===== src/rtl/booth_pkg.sv =====
// Shared constants for the booth operand sequencer: FSM state encoding and default widths.
package booth_pkg;

  localparam int WIDTH_DEF = 4;
  localparam int CNT_W_DEF = 3;

  typedef enum logic [2:0] {
    ST_IDLE    = 3'd0,
    ST_LOAD    = 3'd1,
    ST_RUN     = 3'd2,
    ST_CAPTURE = 3'd3,
    ST_DONE    = 3'd4
  } state_t;

endpackage


===== src/rtl/booth_ext.sv =====
// Combinational multiplicand extender for the booth core.
// Sign-extends when BOOTH_SEQ_SIGNED_EN is defined, zero-extends otherwise.
module booth_ext #(
  parameter int WIDTH = booth_pkg::WIDTH_DEF
) (
  input  logic [WIDTH-1:0]   a_i,
  output logic [2*WIDTH-1:0] ext_o
);

`ifdef BOOTH_SEQ_SIGNED_EN
  assign ext_o = {{WIDTH{a_i[WIDTH-1]}}, a_i};
`else
  assign ext_o = {{WIDTH{1'b0}}, a_i};
`endif

endmodule


===== src/rtl/booth_seq.sv =====
// Operand sequencer for the booth multiplier core: accepts operands, steps the core
// through WIDTH iterations and hands the captured product downstream. Honours BOOTH_SEQ_SIGNED_EN.
module booth_seq
  import booth_pkg::*;
#(
  parameter int WIDTH = WIDTH_DEF,
  parameter int CNT_W = CNT_W_DEF
) (
  input  logic               clk,
  input  logic               reset,
  input  logic               in_valid,
  output logic               in_ready,
  input  logic [WIDTH-1:0]   a_in,
  input  logic [WIDTH-1:0]   b_in,
  output logic [2*WIDTH-1:0] multiplicand,
  output logic [WIDTH-1:0]   multiplier,
  output logic [CNT_W-1:0]   count,
  output logic               core_reset,
  input  logic [2*WIDTH-1:0] result_out,
  output logic               out_valid,
  input  logic               out_ready,
  output logic [2*WIDTH-1:0] product,
  output logic               busy
);

  localparam logic [CNT_W-1:0] CNT_LAST = CNT_W'(WIDTH - 1);
  localparam logic [CNT_W-1:0] CNT_END  = CNT_W'(WIDTH);

  state_t               state_q, state_d;
  logic [CNT_W-1:0]     count_q, count_d;
  logic [2*WIDTH-1:0]   mcand_q, mcand_d;
  logic [WIDTH-1:0]     mplier_q, mplier_d;
  logic [2*WIDTH-1:0]   product_q, product_d;
  logic                 in_ready_q, in_ready_d;
  logic                 busy_q, busy_d;
  logic                 out_valid_q, out_valid_d;
  logic                 core_reset_q, core_reset_d;
  logic [2*WIDTH-1:0]   a_ext;

  booth_ext #(.WIDTH(WIDTH)) u_ext (
    .a_i   (a_in),
    .ext_o (a_ext)
  );

  always_comb begin
    state_d   = state_q;
    count_d   = count_q;
    mcand_d   = mcand_q;
    mplier_d  = mplier_q;
    product_d = product_q;
    case (state_q)
      ST_IDLE: begin
        if (in_valid && in_ready_q) begin
          mplier_d = b_in;
          mcand_d  = a_ext;
          count_d  = '0;
          state_d  = ST_LOAD;
        end
      end
      ST_LOAD: begin
        count_d = '0;
        state_d = ST_RUN;
      end
      ST_RUN: begin
        if (count_q == CNT_LAST) begin
          count_d = CNT_END;
          state_d = ST_CAPTURE;
        end else begin
          count_d = count_q + 1'b1;
        end
      end
      ST_CAPTURE: begin
        product_d = result_out;
        state_d   = ST_DONE;
      end
      ST_DONE: begin
        if (out_ready) begin
          count_d = '0;
          state_d = ST_IDLE;
        end
      end
      default: state_d = ST_IDLE;
    endcase

    // Handshake and core-control outputs are registered, so derive them from the next state.
    in_ready_d   = (state_d == ST_IDLE);
    busy_d       = (state_d != ST_IDLE);
    out_valid_d  = (state_d == ST_DONE);
    core_reset_d = !((state_d == ST_RUN) || (state_d == ST_CAPTURE));
  end

  always_ff @(posedge clk) begin
    if (!reset) begin
      state_q      <= ST_IDLE;
      count_q      <= '0;
      mcand_q      <= '0;
      mplier_q     <= '0;
      product_q    <= '0;
      in_ready_q   <= 1'b1;
      busy_q       <= 1'b0;
      out_valid_q  <= 1'b0;
      core_reset_q <= 1'b1;
    end else begin
      state_q      <= state_d;
      count_q      <= count_d;
      mcand_q      <= mcand_d;
      mplier_q     <= mplier_d;
      product_q    <= product_d;
      in_ready_q   <= in_ready_d;
      busy_q       <= busy_d;
      out_valid_q  <= out_valid_d;
      core_reset_q <= core_reset_d;
    end
  end

  assign in_ready     = in_ready_q;
  assign busy         = busy_q;
  assign out_valid    = out_valid_q;
  assign core_reset   = core_reset_q;
  assign count        = count_q;
  assign multiplicand = mcand_q;
  assign multiplier   = mplier_q;
  assign product      = product_q;

endmodule


===== config.mk =====
export PLATFORM = sky130hd
export DESIGN_NAME = booth_seq
export DESIGN_NICKNAME = d
export VERILOG_FILES = /design/src/rtl/booth_pkg.sv /design/src/rtl/booth_ext.sv /design/src/rtl/booth_seq.sv
export SDC_FILE = /design/constraint.sdc
export NUM_CORES = 1
export LEC_CHECK = 0
export BUFFER_PORTS_ARGS = -buffer_cell sky130_fd_sc_hd__clkbuf_2
export CORE_MARGIN = 4
export CORE_UTILIZATION = 45
export DETAILED_ROUTE_END_ITERATION = 8
export PLACE_DENSITY = 0.76
export SYNTH_ARGS = -nofsm -noshare
export SYNTH_HDL_FRONTEND = slang
export SYNTH_SLANG_ARGS = --single-unit
export TNS_END_PERCENT = 30

===== constraint.sdc =====
create_clock -name clk -period 1.6 [get_ports clk]
set_input_delay 0.32 -clock clk [delete_from_list [all_inputs] [get_ports clk]]
set_output_delay 0.32 -clock clk [all_outputs]
set_load 0.01 [all_outputs]

==> results.toml <==
[drt]
drtPass1Iterations = 2
drc_errors = 0
wl_mm = 2.37
wl_per_cell_um = 13.2
drtIter0Drc = 14
viasPerCell = 5.04
via_count = 908
ant_nets = 0

[timing]
finalSetupViolCount = 0
fmaxAchievable_mhz = 755
hold_violations = 0
rsz0062_at_grt = "false"
maxSlewViolCount = 0
tns_ps = 0
fin_skew_ps = 2.42
fin_crit_sh_pct = 82.8
min_period_ps = 1320

[logic_synthesis]
seq_area_frac_synth_pct = 45.8
synth-seq-cells = 26
syn_area_per_cell_um2 = 9.88
postSynthCellCount = 115
synth_top_area_share_pct = 45.8
synth_area_leaders = "dfxtp_1 46%, mux2i_1 7.0%, a21boi_0 5.3%, nor2b_1 4.4%, o21ai_0 4.0%"
yosys.cell_types.count = 29
synth_area_um2 = 1140
yosys.area.top_type = "dfxtp_1"
yosysWarningCount = 0

[global_route]
grt_use_total_pct = 15.5
grt.overflow.total = 0
grt_max_degree = 28
grt_pass1_wl_mm = 4.16
antenna_found_initial = 0
first_global_vias = 934

[clock_network]
cts_buffers = 3
cts_num_sinks = 26
clk_pin_slew_ps = 120
ctsHtreeMaxLevel = 1
cts-root-buf = "clkbuf_4"
cts_resized = 0
cts_buffer_depth = 2
postCtsSetupBuffers = 0
tritoncts = "done"
hold_buffers = 0
clk_latency_ps = 310

[place]
dp_hpwl_mm = 1.80
dp_cells = 177
port_buffers = 42
place.gp.congestion = 0.711

[power]
ir_worst_vdd_uv = 568
p_leak_nw = 0.644
powerDensity_nw_per_um2 = 880

[final_layout]
layoutNonFillerInstCount = 180
syn2layout_area_growth_pct = 18.1
layout_commonest_cell = "clkbuf_2"
num-nets-final = 176
diodes = 0
final_cell_mix = "42 x clkbuf_2, 26 x dfxtp_1, 9 x o21ai_0"
drive_above_1_share_pct = 32.2

[setup_path]
crit_arrival_ps = 1560
startpoint_type = "register"
startpoint = "state_q[1]"
path_class = "reg -> reg"
cp_slowest_stage_delay_ps = 630
crit_chain = "nand3b_1 > o21ai_0 > a21boi_0"
end_kind = "register"
cp_slowest_cell = "dfxtp_1"
cp_max_fo = 12
crit_required_ps = 1840
reg2reg_depth = 3
r2r_start = "state_q[1]"

[run]
cap_violations = 0

[floorplan]
initial_core_util_pct = 49.5
die_x_um = 58.2
coreArea_um2 = 2300
fp-row-count = 17
die_area_um2 = 3390
io_pins = 47
die_y_um = 58.2

[min_path]
worstHoldStart = "b_in[3]"
hold_path.class = "in -> reg"
hold_path_depth = 3

[run_status]
status = "complete, no violations"
-- power breakdown --
group / switching [W] / leakage [nW] / internal [W] / total, W
sequential: 0.0000336 / 0.212 / 0.000684 / 0.000718
combinational: 0.000112 / 0.419 / 0.0000932 / 0.000205
clock: 0.000170 / 0.0138 / 0.0000880 / 0.000258
total: 0.000315 / 0.644 / 0.000865 / 0.00118
-- Yosys cell counts --
cell       number
o221ai_4        1
nor4b_2         1
or2_1           1
buf_6           2
buf_2           2
nand2b_1        1
a21boi_0        8
nor2_1          3
inv_1           4
xor2_1          1
nand2_1         4
and3b_1         2
dfxtp_1        26
nand3_1         8
a21oi_1         2
nand3b_1        2
o21ai_1         1
nand4bb_1       1
buf_4           6
a211oi_1        1
o22ai_1         2
o21a_1          3
ha_1            2
o21ai_0         9
nand4b_1        2
nor2b_1         8
conb_1          1
mux2i_1         8
clkbuf_1        3
-- logic make-up after synthesis --
family | after synthesis | synth area share, %
AOI/OAI and AO/OA | 27 | 16.6
xor gates and xnor gates | 1 | 0.771
adders and majority gates | 2 | 2.20
buffers and inverters | 17 | 9.14
DFF | 26 | 45.8
muxes | 8 | 7.05
other | 1 | 0.330
and+or+nand+nor | 33 | 18.1
-- worst max-delay path, delay by kind of cell, from the launching register on --
family	cells	cell delay, ps
compound gates	2	300
flops	1	630
simple gates	1	330
-- registers in the layout, indices dropped and copies added (netlist names) --
signal / count
product: 8
multiplicand: 4
multiplier: 4
count: 3
state_q: 3
busy: 1
core_reset: 1
in_ready: 1
out_valid: 1
-- area by class of cell --
class                           count  area [µm²]
Fill cell                         209         956
Sequential cell                    26         520
Tap cell                           28        35.0
Multi-Input combinational cell     75         523
Timing Repair Buffer               44         225
Inverter                            4        15.0
Clock buffer                        3        22.5
-- metal layers --
layer | GRT usage, % | wire length [µm]
met3 | 4.68 | 141
met1 | 17.6 | 931
met4 | 3.64 | 14
met2 | 28.4 | 1280
met5 | 0 | 0
-- metrics by stage --
step	worst slack (ps)	utilization (%)	power [W]	hold WS, ps	instance area, µm²
floorplan	465	-	0.000877	476	1150
detailed placement	302	57.4	0.000938	464	1320
finish	276	58.4	0.00118	239	1340
global placement	377	57.4	0.000930	455	1320
global route	91.3	58.4	0.00125	239	1340
CTS	272	58.4	0.00120	235	1340
-- final timing paths --
kind                endpoint  slack (ps)
min            multiplier[3]         240
max reg2reg  multiplicand[3]         280
max          multiplicand[3]         280
min reg2reg  multiplicand[1]         490
Power figures use the tool's default switching activity.
